===== src/rtl/wishbone_timeout_guard.sv =====
// Wishbone bus watchdog. Passes a master's cycle straight through to the
// downstream slave. If a strobed access waits TIMEOUT cycles without an ack,
// the guard ends the access itself. It acks the master with ERR_DATA, drops
// the downstream cycle, records the address and counts the event.
//
// Ports
//   clk, rst            clock; asynchronous active-low reset
//   m_*_i / m_*_o       upstream (master-facing) wishbone port
//   s_*_o / s_*_i       downstream (slave-facing) wishbone port
//   err_clr_i           synchronous clear of err_count_o
//   timeout_o           one-cycle pulse per forced termination
//   err_adr_o           address of the most recent timed-out access
//   err_count_o         saturating count of timed-out accesses
module wishbone_timeout_guard #(
  parameter int unsigned TIMEOUT   = 1024,
  parameter int unsigned CNT_WIDTH = 11,
  parameter logic [31:0] ERR_DATA  = 32'hDEADBEEF
) (
  input  logic        clk,
  input  logic        rst,
  input  logic        m_we_i,
  input  logic        m_cyc_i,
  input  logic        m_stb_i,
  input  logic [3:0]  m_sel_i,
  input  logic [31:0] m_adr_i,
  input  logic [31:0] m_dat_i,
  output logic [31:0] m_dat_o,
  output logic        m_ack_o,
  output logic        m_int_o,
  output logic        s_we_o,
  output logic        s_cyc_o,
  output logic        s_stb_o,
  output logic [3:0]  s_sel_o,
  output logic [31:0] s_adr_o,
  output logic [31:0] s_dat_o,
  input  logic [31:0] s_dat_i,
  input  logic        s_ack_i,
  input  logic        s_int_i,
  input  logic        err_clr_i,
  output logic        timeout_o,
  output logic [31:0] err_adr_o,
  output logic [15:0] err_count_o
);

  localparam int unsigned AW = 32;
  localparam int unsigned DW = 32;
  localparam int unsigned SW = 4;
  localparam int unsigned EW = 16;
  localparam logic [CNT_WIDTH-1:0] LAST_WAIT = CNT_WIDTH'(TIMEOUT - 1);
  localparam logic [EW-1:0]        CNT_MAX   = '1;

  typedef enum logic [1:0] {IDLE, ACTIVE, TO_ACK, DRAIN} state_t;

  state_t               state;
  logic [CNT_WIDTH-1:0] wait_cnt;
  logic [AW-1:0]        err_adr;
  logic [EW-1:0]        err_count;
  logic                 timeout;

  logic pass;
  logic stalled;
  logic expire;

  // Pass-through only while out of reset and not terminating an access.
  assign pass    = rst && ((state == IDLE) || (state == ACTIVE));
  // A strobed access that the slave has not acked this cycle.
  assign stalled = m_cyc_i && m_stb_i && !s_ack_i;
  // Last permitted wait cycle; a real ack in this cycle clears stalled and wins.
  assign expire  = stalled && (wait_cnt == LAST_WAIT);

  // State, wait counter and error log.
  always_ff @(posedge clk or negedge rst) begin
    if (!rst) begin
      state     <= IDLE;
      wait_cnt  <= '0;
      err_adr   <= '0;
      err_count <= '0;
      timeout   <= 1'b0;
    end else begin
      timeout <= 1'b0;
      case (state)
        IDLE, ACTIVE: begin
          if (expire) begin
            state    <= TO_ACK;
            wait_cnt <= '0;
            timeout  <= 1'b1;
          end else begin
            wait_cnt <= stalled ? wait_cnt + CNT_WIDTH'(1) : '0;
            state    <= m_cyc_i ? ACTIVE : IDLE;
          end
        end
        TO_ACK: begin
          state   <= DRAIN;
          err_adr <= m_adr_i;
          if (err_clr_i) begin
            err_count <= EW'(1);
          end else if (err_count != CNT_MAX) begin
            err_count <= err_count + EW'(1);
          end
        end
        DRAIN: begin
          if (!m_cyc_i) begin
            state <= IDLE;
          end
        end
        default: state <= IDLE;
      endcase
      // Clear outside the forced-ack cycle; that cycle handles clear itself.
      if (err_clr_i && (state != TO_ACK)) begin
        err_count <= '0;
      end
    end
  end

  // Downstream port: mirrors the master, forced idle when not passing.
  assign s_we_o  = pass && m_we_i;
  assign s_cyc_o = pass && m_cyc_i;
  assign s_stb_o = pass && m_stb_i;
  assign s_sel_o = pass ? m_sel_i : SW'(0);
  assign s_adr_o = pass ? m_adr_i : AW'(0);
  assign s_dat_o = pass ? m_dat_i : DW'(0);

  // Upstream port: slave response, or the forced error response.
  assign m_ack_o = rst && ((pass && s_ack_i) || (state == TO_ACK));
  assign m_dat_o = !rst ? DW'(0) : (pass ? s_dat_i : ERR_DATA);
  assign m_int_o = rst && s_int_i;

  assign timeout_o   = timeout;
  assign err_adr_o   = err_adr;
  assign err_count_o = err_count;

endmodule


===== config.mk =====
export PLATFORM = sky130hd
export DESIGN_NAME = wishbone_timeout_guard
export DESIGN_NICKNAME = d
export VERILOG_FILES = /design/src/rtl/wishbone_timeout_guard.sv
export SDC_FILE = /design/constraint.sdc
export NUM_CORES = 1
export LEC_CHECK = 0
export CORE_AREA = 2 2 101 103
export DETAILED_ROUTE_END_ITERATION = 16
export DIE_AREA = 0 0 103 105
export GPL_TIMING_DRIVEN = 0
export PLACE_DENSITY = 0.85
export SETUP_SLACK_MARGIN = 0.15
export SLEW_MARGIN = 20
export SYNTH_ARGS = -nofsm -noshare
export SYNTH_HDL_FRONTEND = slang
export SYNTH_SLANG_ARGS = --single-unit
export TNS_END_PERCENT = 5

===== constraint.sdc =====
create_clock -name clk -period 4 [get_ports clk]
set_input_delay 0.6 -clock clk [delete_from_list [all_inputs] [get_ports clk]]
set_output_delay 0.6 -clock clk [all_outputs]
set_load 0.01 [all_outputs]

==> results of run 1 <==
routing by layer:
layer  share of wire  routed length [um]  vias to the layer above
met5               0                   0                        -
met4          0.0057                  71                        0
met3           0.062                 773                        6
met2            0.52                6520                      160
met1            0.41                5070                     1877
li1                -                   -                     1996
worst max path at each step:
stage / from / endpoint / slack (ps) / depth (start not counted)
2_1_floorplan: rst / m_dat_o[14] / 1630 / 5
5_1_grt: rst / s_dat_o[30] / 210 / 7
4_1_cts: rst / s_dat_o[30] / 280 / 7
3_5_place_dp: rst / s_dat_o[30] / 110 / 7
3_3_place_gp: rst / s_dat_o[30] / -2190 / 7
6_report: rst / s_dat_o[30] / 450 / 7
placed cells by master, fill, tap and decap left out, types with 2 or more instances in the layout:
master / Yosys / final
buf_1: 5 / 5
o31ai_1: 5 / 5
and3_1: 2 / 2
o21ai_0: 16 / 16
nor2_1: 16 / 16
clkbuf_8: 0 / 10
clkdlybuf4s50_1: 0 / 260
o21a_1: 26 / 26
clkinvlp_4: 0 / 2
ha_1: 2 / 2
nor2b_1: 7 / 6
nor3_1: 6 / 6
nand2b_1: 2 / 2
a21oi_1: 12 / 12
nand4_1: 5 / 5
dfrtp_1: 62 / 62
clkbuf_1: 21 / 21
nand3_1: 9 / 9
bufinv_16: 0 / 2
xnor2_1: 2 / 2
mux2_2: 2 / 2
and4_1: 2 / 2
nor4_1: 7 / 7
or4_1: 3 / 3
or3_1: 6 / 6
and2_1: 81 / 81
nand2_1: 115 / 115
a31oi_1: 3 / 3
nand3b_1: 2 / 2
registers in the layout (all words and copies together), names as in the netlist:
signal       flops
state            2
err_count_o     16
wait_cnt        11
err_adr_o       32
timeout_o        1
repair_timing:
| action | in CTS | in global routing |
|---|---|---|
| endpoints found under the hold margin | 0 | 0 |
| setup endpoints to repair | 9 | 10 |
| resized for setup | 1 | 1 |
cells by family after synthesis:
| logic type | Yosys count | share of synthesized area |
|---|---|---|
| compound gates | 68 | 0.125 |
| xor+xnor | 2 | 0.00495 |
| fa+ha+maj | 2 | 0.00707 |
| buf+inv | 28 | 0.0300 |
| flops | 62 | 0.438 |
| mux | 2 | 0.00636 |
| simple gates | 268 | 0.388 |
layout make-up:
type,count,area share
Clock buffer,10,0.0209
Multi-Input combinational cell,342,0.287
Inverter,1,0.000571
Timing Repair Buffer,262,0.400
Tap cell,133,0.0253
Buffer,27,0.0156
Sequential cell,62,0.236
Clock inverter,6,0.0141
power groups by stage:
stage	clock, mW	combinational, mW	sequential (mW)
after floorplan	0	0.0896	0.641
after global placement	0	0.329	0.641
after detailed placement	0	0.333	0.641
after CTS	0.641	0.336	0.629
after global routing	0.671	0.356	0.629
final	0.630	0.333	0.629
worst reg2reg max path, stage by stage (launching register included):
cell	delay, ps
dfrtp_1	440
ha_1	280
nand4b_1	280
or3_1	460
or3_1	370
a21oi_1	150
through the flow:
step	cell area [um^2]	cells	setup TNS, ps
2_1_floorplan	3540	432	0
3_3_place_gp	6320	826	-180980
3_5_place_dp	6340	827	0
4_1_cts	6570	843	0
5_1_grt	6570	843	0
6_report	6570	843	0
==> impl_metrics.yaml, run 1 <==
status:
  outcome: "complete, no violations"
power_and_ir_drop:
  p_leak_nw: 2.63
  power.total_mw: 1.59
  pwr-share-comb: 0.209
  clkPwrFrac: 0.396
  pwr-share-seq: 0.395
  p_sw_frac: 0.237
  power.internal_mw: 1.21
  ir_drop_uv: 192
  power.density_mw_per_mm2: 242
  netSwitchingPower_uw: 378
synthesis:
  synthesis.area_mm2: 0.00354
  yosysUniqueCellTypes: 38
  synth-edff-count: 0
  avgSynthCellArea_um2: 8.19
  netlist_instances: 432
  synth_top_area_frac: 0.438
  synth_common_cells: "nand2_1, and2_1, dfrtp_1"
  yosysMostFrequentCell: "nand2_1"
  synth_fp_nets: 542
  ys_warn_count: 0
  synth_seq_cells: 62
  synthTopCellsByArea: "dfrtp_1, and2_1, nand2_1"
  ys.flop_type: "dfrtp_1"
  ys_seq_area_frac: 0.438
  synthArstFlopShare: 1.00
  yosysTopAreaCell: "dfrtp_1"
cts:
  cts_sinks: 62
  root_buffer: "clkbuf_8"
  insertion_delay_ps: 340
  post_cts_buffers: 0
  clockBufferDepth: 2
  hold_buffers: 0
  htree_levels: 3
  cts_tree: "built"
  cts_inserted_buffers: 9
  path_clk_slew_ps: 80
global_route:
  grt_use_met3: 0.0542
  antenna_found_initial: 0
  top_usage_layer: "met2"
  grt_pass1_wl_um: 20000
  gr-usage-met1: 0.292
  grt_max_degree: 43
  first_global_vias: 4016
  grt.overflow.total: 0
  grt.met2_usage: 0.401
  grt.total_usage: 0.233
placement:
  io_buffers: 261
  dp_slack_ps: 114
  place_hpwl_um: 9720
  routabilityCongestion: 0.892
timing:
  fmax_ghz: 0.282
  finalSetupViolCount: 0
  relSlewSlack: 0.513
  rsz0062_at_grt: "false"
  fin_skew_ps: 13.8
  slew_viol_final: 0
  holdWs_ps: 147
  finalCriticalPeriod_ps: 3550
  finalCritPeriodShare: 0.887
  finalHoldViolations: 0
  worstMarginPinSlew_ps: 724
  fin_ws_ps: 453
critical_path:
  critical_path.max_stage_delay_ps: 550
  critical-path-top-delay-family: "buffers and inverters"
  reg2reg_to: "err_count_o[10]"
  arrival_ps: 2950
  path_cells: "buf_4 > clkbuf_1 > nor2b_4 > clkbuf_1 > clkbuf_1 > and2_1 > clkdlybuf4s50_1"
  worst_path_most_repeated_cell: "clkbuf_1"
  r2r_setup_slack_ps: 1950
  crit_fanout: 22
  worst-setup-path-type: "in -> out"
  cp-start-kind: "input pin"
  ff2ff_path_depth: 5
  required_ps: 3400
  r2r-start: "err_count_o[0]"
  cp_slowest_cell: "clkdlybuf4s50_1"
  worstPathBufferInverterCount: 5
  worstSetupEndpointType: "output pin"
route:
  drt_wl_total_um: 12400
  via_count: 4039
  vias_per_cell: 4.79
  drc: 0
  first_iter_violations: 193
  wl_per_cell_um: 14.8
  dr.pass1.iters: 4
  ant_nets: 0
die:
  die_width_um: 103
  fp.dieH_um: 105
  rows: 36
  start_util: 0.367
  core_mm2: 0.00964
  io_pins: 262
  dieArea_mm2: 0.0108
cells_and_area:
  register_area_mm2: 0.00155
  nets: 815
  multi_input_area_mm2: 0.00189
  fillCellCount: 781
  area_delta_synth_final_pct: 85.7
  final_layout_size_suffix_gt1_frac: 0.0352
  utilization: 0.682
  diodes: 0
hold_path:
  hold_class: "in -> async"
job:
  cap_violations: 0
No activity file was read; power rests on OpenSTA's default activity.
==> inputs of run 2 (changes only) <==
--- a/config.mk
+++ b/config.mk
@@ -5,11 +5,10 @@
 export SDC_FILE = /design/constraint.sdc
 export NUM_CORES = 1
 export LEC_CHECK = 0
-export CORE_AREA = 2 2 101 103
+export CORE_UTILIZATION = 35
 export DETAILED_ROUTE_END_ITERATION = 16
-export DIE_AREA = 0 0 103 105
 export GPL_TIMING_DRIVEN = 0
-export PLACE_DENSITY = 0.85
+export PLACE_DENSITY = 0.82
 export SETUP_SLACK_MARGIN = 0.15
 export SLEW_MARGIN = 20
 export SYNTH_ARGS = -nofsm -noshare
==> constraint.sdc (replaced) <==
create_clock -name clk -period 3.4 [get_ports clk]
set_input_delay 0.51 -clock clk [delete_from_list [all_inputs] [get_ports clk]]
set_output_delay 0.51 -clock clk [all_outputs]
set_load 0.01 [all_outputs]
==> run 2 against run 1 <==
  * Combinational power increased by 20%
  * Non-clock buffer count increased by 2
  * Global-route usage is 0.083 points higher
  * Register-to-register slack got worse by 530 ps
  * First-iteration DRC count is 8.3% lower
  * Final cell count grew 0.24%
  * Flip-flop and latch count stayed put
  * Via count up 1.1%
  * Sequential power increased by 18%
==> impl_metrics.yaml, run 2 (synthesized netlist as in run 1, its figures left out) <==
critical_path:
  critical_path.max_stage_delay_ps: 550
  critical_path.endpoint: "m_dat_o[14]"
  path_depth: 8
  r2r_setup_slack_ps: 1420
  required_ps: 2890
  reg2reg_to: "err_count_o[10]"
  cp_slowest_cell: "clkdlybuf4s50_1"
  worstPathBufferInverterCount: 6
  worst_path_most_repeated_cell: "clkbuf_2"
  cp-start-kind: "input pin"
  worstSetupEndpointType: "output pin"
  cp-startpoint: "rst"
  critical-path-top-delay-family: "buffers and inverters"
  arrival_ps: 2560
  path_cells: "buf_4 > buf_16 > clkbuf_2 > nor2b_4 > clkbuf_2 > clkbuf_2 > and2_1 > clkdlybuf4s50_1"
  r2r-start: "err_count_o[0]"
  worst-setup-path-type: "in -> out"
  crit_fanout: 28
  ff2ff_path_depth: 5
route:
  met1Wirelength_um: 5310
  wl_per_cell_um: 14.7
  ant_nets: 0
  via_count: 4084
  vias_per_cell: 4.83
  route.met2.wl_um: 6100
  drc: 0
  first_iter_violations: 177
  top_layer: "met4"
  dr.pass1.iters: 4
  route.met3.wl_um: 849
  drt_wl_total_um: 12400
timing:
  finalCritPeriodShare: 0.902
  relSlewSlack: 0.537
  worstMarginPinSlew_ps: 688
  finalCriticalPeriod_ps: 3070
  fmax_ghz: 0.326
  fin_setup_tns_ps: 0
  finalSetupViolCount: 0
  fin_skew_ps: 7.18
  rsz0062_at_grt: "false"
  finalHoldViolations: 0
  slew_viol_final: 0
cells_and_area:
  mostFrequentLayoutCell: "clkdlybuf4s50_1"
  nets: 817
  diodes: 0
  largest_reg_flops: 32
  instances_no_fill: 845
  register_area_mm2: 0.00155
  final_layout_size_suffix_gt1_frac: 0.0407
  area_delta_synth_final_pct: 85.6
  utilization: 0.672
  fillCellCount: 813
  multi_input_area_mm2: 0.00189
  layout_common_cells: "clkdlybuf4s50_1, nand2_1, and2_1, dfrtp_1, o21a_1"
power_and_ir_drop:
  ir_drop_uv: 188
  power.density_mw_per_mm2: 260
  power.total_mw: 1.71
  p_leak_nw: 2.64
status:
  outcome: "complete, no violations"
global_route:
  grt_max_degree: 29
  first_global_vias: 3818
  antenna_found_initial: 0
  grt_pass1_wl_um: 19000
  grt.total_usage: 0.234
  grt.overflow.total: 0
cts:
  cts_sinks: 62
  post_cts_buffers: 0
  cts_inserted_buffers: 9
  cts_tree: "built"
  path_clk_slew_ps: 70
  insertion_delay_ps: 340
  htree_levels: 3
  clockBufferDepth: 2
  root_buffer: "clkbuf_8"
die:
  start_util: 0.362
  rows: 36
  io_pins: 262
  fp.dieH_um: 103
  dieArea_mm2: 0.0105
  core_mm2: 0.00977
  die_width_um: 103
placement:
  placed_cells: 827
  routabilityCongestion: 0.842
  io_buffers: 261
  place_hpwl_um: 9770
job:
  cap_violations: 0
hold_path:
  hold_class: "in -> async"
==> run 2: cell types whose count changed in the layout (fill, tap and decap cells not counted), sizes merged <==
cell | previous run | this run
bufbuf | 0 | 1
dlygate4sd3 | 0 | 1
clkinv | 1 | 3
clkinvlp | 2 | 3
bufinv | 2 | 0
clkbuf | 31 | 30
==> run 2: final cells by class <==
| class | instances | area share |
|---|---|---|
| Sequential cell | 62 | 0.236 |
| Tap cell | 133 | 0.0253 |
| Buffer | 27 | 0.0162 |
| Multi-Input combinational cell | 342 | 0.288 |
| Clock buffer | 9 | 0.0188 |
| Clock inverter | 7 | 0.00762 |
| Timing Repair Buffer | 264 | 0.408 |
| Inverter | 1 | 0.000571 |
==> run 2: worst reg2reg max path, cell delays in order (launching register included) <==
cell	delay, ps
dfrtp_1	420
ha_1	280
nand4b_1	260
or3_1	450
or3_1	360
a21oi_1	140
==> run 2: worst min path at each step <==
stage               cells after the start           from             end  slack, ps
global placement                        2  err_adr_o[29]   err_adr_o[29]        460
CTS                                     2            rst  err_count_o[3]        130
detailed placement                      1            rst  err_count_o[8]        350
finish                                  2            rst  err_count_o[3]        140
floorplan                               0            rst    err_adr_o[0]        210
global route                            2            rst  err_count_o[0]        130
==> run 2: power breakdown <==
part,internal (mW),switching (mW),leakage (nW)
Sequential,0.738,0.00122,0.696
Clock,0.265,0.307,0.0816
Combinational,0.260,0.139,1.86
Total,1.26,0.447,2.64
==> run 2: metal layers <==
layer	up-vias	track usage
li1	2003	-
met1	1912	0.301
met2	151	0.384
met3	18	0.0617
met4	0	0.0703
met5	-	0
==> run 2: through the flow <==
step	setup WS [ps]	hold slack, ps	area (um^2)
after global placement	-2550	457	6320
after floorplan	1210	214	3540
after detailed placement	-510	351	6340
after CTS	316	130	6570
final	333	137	6570
after global routing	179	133	6570
==> run 2: what timing repair did <==
| item | in CTS | in global routing |
|---|---|---|
| hold buffers | 1 | 0 |
| endpoints found under the hold margin | 8 | 0 |
| resized for setup | 5 | 0 |
| endpoints found under the setup margin | 79 | 0 |
==> inputs of run 3 (changes only) <==
--- a/config.mk
+++ b/config.mk
@@ -5,10 +5,11 @@
 export SDC_FILE = /design/constraint.sdc
 export NUM_CORES = 1
 export LEC_CHECK = 0
-export CORE_UTILIZATION = 35
+export ABC_AREA = 1
+export CORE_UTILIZATION = 36
 export DETAILED_ROUTE_END_ITERATION = 16
 export GPL_TIMING_DRIVEN = 0
-export PLACE_DENSITY = 0.82
+export PLACE_DENSITY = 0.83
 export SETUP_SLACK_MARGIN = 0.15
 export SLEW_MARGIN = 20
 export SYNTH_ARGS = -nofsm -noshare
==> run 3 against run 2 <==
  * Routed wire length rose by 14%
  * Sequential share of layout area fell by 0.63 points
  * Synthesized cell count rose by 33%
  * Fmax rose by 1.6%
  * Critical endpoint is now s_adr_o[29]
==> impl_metrics.yaml, run 3 <==
critical_path:
  reg2reg_to: "err_count_o[8]"
  worst-setup-path-type: "in -> out"
  critical_path.max_stage_delay_ps: 610
  worstPathBufferInverterCount: 4
  critical-path-top-delay-family: "buffers and inverters"
  path_cells: "buf_4 > buf_16 > nand2_1 > clkbuf_1 > nor2_1 > clkdlybuf4s50_1"
  worstSetupEndpointType: "output pin"
  crit_fanout: 46
  cp-start-kind: "input pin"
  required_ps: 2890
  cp_slowest_cell: "clkdlybuf4s50_1"
  arrival_ps: 2510
  ff2ff_path_depth: 9
  r2r-start: "err_count_o[0]"
  r2r_setup_slack_ps: 1670
route:
  drc: 0
  via_count: 4555
  first_iter_violations: 272
  dr.pass1.iters: 5
  drt_wl_total_um: 14200
  wl_per_cell_um: 14.4
  vias_per_cell: 4.63
  ant_nets: 0
die:
  core_mm2: 0.00991
  dieArea_mm2: 0.0107
  start_util: 0.375
  fp.dieH_um: 104
  die_width_um: 104
  rows: 36
  io_pins: 262
power_and_ir_drop:
  netSwitchingPower_uw: 598
  pwr-share-comb: 0.283
  ir_drop_uv: 158
  power.internal_mw: 1.59
  clkPwrFrac: 0.340
  p_sw_frac: 0.273
  p_leak_nw: 3.32
  power.density_mw_per_mm2: 324
  pwr-share-seq: 0.377
  power.total_mw: 2.19
placement:
  io_buffers: 261
  routabilityCongestion: 0.966
  place_hpwl_um: 11600
synthesis:
  synthTopCellsByArea: "dfrtp_1, nor2_1, inv_1"
  synth-edff-count: 0
  synthArstFlopShare: 1.00
  ys_seq_area_frac: 0.417
  yosysTopAreaCell: "dfrtp_1"
  synth_top_area_frac: 0.417
  synthesis.area_mm2: 0.00372
  avgSynthCellArea_um2: 6.49
  netlist_instances: 573
  yosysUniqueCellTypes: 27
  synth_fp_nets: 683
  yosysMostFrequentCell: "nor2_1"
  ys.flop_type: "dfrtp_1"
  synth_common_cells: "nor2_1, inv_1, nand2_1"
  ys_warn_count: 0
  synth_seq_cells: 62
cells_and_area:
  mostFrequentLayoutCell: "clkdlybuf4s50_1"
  utilization: 0.681
  layout_common_cells: "clkdlybuf4s50_1, nor2_1, inv_1, nand2_1, dfrtp_1"
  fillCellCount: 848
  final_layout_size_suffix_gt1_frac: 0.0423
  largest_reg_flops: 32
  area_delta_synth_final_pct: 81.6
  diodes: 0
  nets: 956
status:
  outcome: "complete, no violations"
cts:
  cts_sinks: 62
  cts.repair.resized: 0
  cts_inserted_buffers: 9
  hold_buffers: 0
  clockBufferDepth: 2
  path_clk_slew_ps: 80
  htree_levels: 3
  cts_tree: "built"
  insertion_delay_ps: 340
  post_cts_buffers: 0
  root_buffer: "clkbuf_8"
global_route:
  antenna_found_initial: 0
  grt.total_usage: 0.263
  grt_max_degree: 47
  grt_pass1_wl_um: 22200
  first_global_vias: 4426
  grt.overflow.total: 0
timing:
  finalCritPeriodShare: 0.888
  finalHoldViolations: 0
  finalCriticalPeriod_ps: 3020
  worstMarginPinSlew_ps: 544
  finalSetupViolCount: 0
  slew_viol_final: 0
  rsz0062_at_grt: "false"
  fin_skew_ps: 9.16
  relSlewSlack: 0.637
  fmax_ghz: 0.331
hold_path:
  hold_class: "in -> async"
job:
  cap_violations: 0
run 3: cell types whose count changed after synthesis, moves of 8 or more:
| cell | previous run | this run |
|---|---|---|
| o21a_1 | 26 | 0 |
| and2_1 | 81 | 0 |
| inv_1 | 1 | 113 |
| nor2_1 | 16 | 161 |
| clkbuf_1 | 21 | 12 |
| nand3_1 | 9 | 25 |
| o21ai_0 | 16 | 39 |
| a21oi_1 | 12 | 4 |
run 3: worst max path at each step:
stage | startpoint | slack (ps) | cells past startpoint | to
after global routing | rst | 230 | 6 | s_adr_o[29]
after floorplan | state[1] | 1730 | 5 | m_dat_o[14]
after CTS | rst | 320 | 6 | s_adr_o[24]
after detailed placement | rst | 320 | 6 | s_adr_o[24]
final | rst | 380 | 6 | s_adr_o[29]
after global placement | rst | -2250 | 6 | m_dat_o[29]
run 3: cells by family after synthesis:
logic type | count (synthesis) | synth area share
simple gates | 313 | 0.337
buf+inv | 138 | 0.146
flops | 62 | 0.417
compound gates | 48 | 0.0697
xor+xnor | 10 | 0.0236
fa+ha+maj | 2 | 0.00673
run 3: per-stage QoR:
| stage | setup WS, ps | instance area (um^2) | cells | setup TNS (ps) | hold slack [ps] |
|---|---|---|---|---|---|
| after global placement | -2250 | 6500 | 967 | -230560 | 466 |
| after floorplan | 1730 | 3720 | 573 | 0 | 214 |
| after CTS | 320 | 6750 | 984 | 0 | 42.1 |
| after global routing | 228 | 6750 | 984 | 0 | 40.7 |
| after detailed placement | 325 | 6520 | 968 | 0 | 411 |
| final | 382 | 6750 | 984 | 0 | 53.4 |
run 3: area by class of cell:
type | instances | area [um^2] | area share
Tap cell | 133 | 166 | 0.0246
Clock inverter | 6 | 92.6 | 0.0137
Sequential cell | 62 | 1550 | 0.230
Timing Repair Buffer | 262 | 2640 | 0.391
Inverter | 115 | 432 | 0.0639
Buffer | 23 | 111 | 0.0165
Clock buffer | 10 | 138 | 0.0204
Multi-Input combinational cell | 373 | 1620 | 0.240
run 3: metal layers:
metal | global-route usage | routed length, um
met2 | 0.492 | 7500
met3 | 0.0868 | 1110
met1 | 0.283 | 5300
met4 | 0.0652 | 302
met5 | 0 | 0
run 3: power groups by stage:
stage / clock, mW / combinational (mW) / sequential, mW
2_1_floorplan: 0 / 0.156 / 0.863
3_3_place_gp: 0 / 0.611 / 0.836
3_5_place_dp: 0 / 0.621 / 0.839
4_1_cts: 0.755 / 0.625 / 0.825
5_1_grt: 0.796 / 0.662 / 0.831
6_report: 0.744 / 0.619 / 0.826
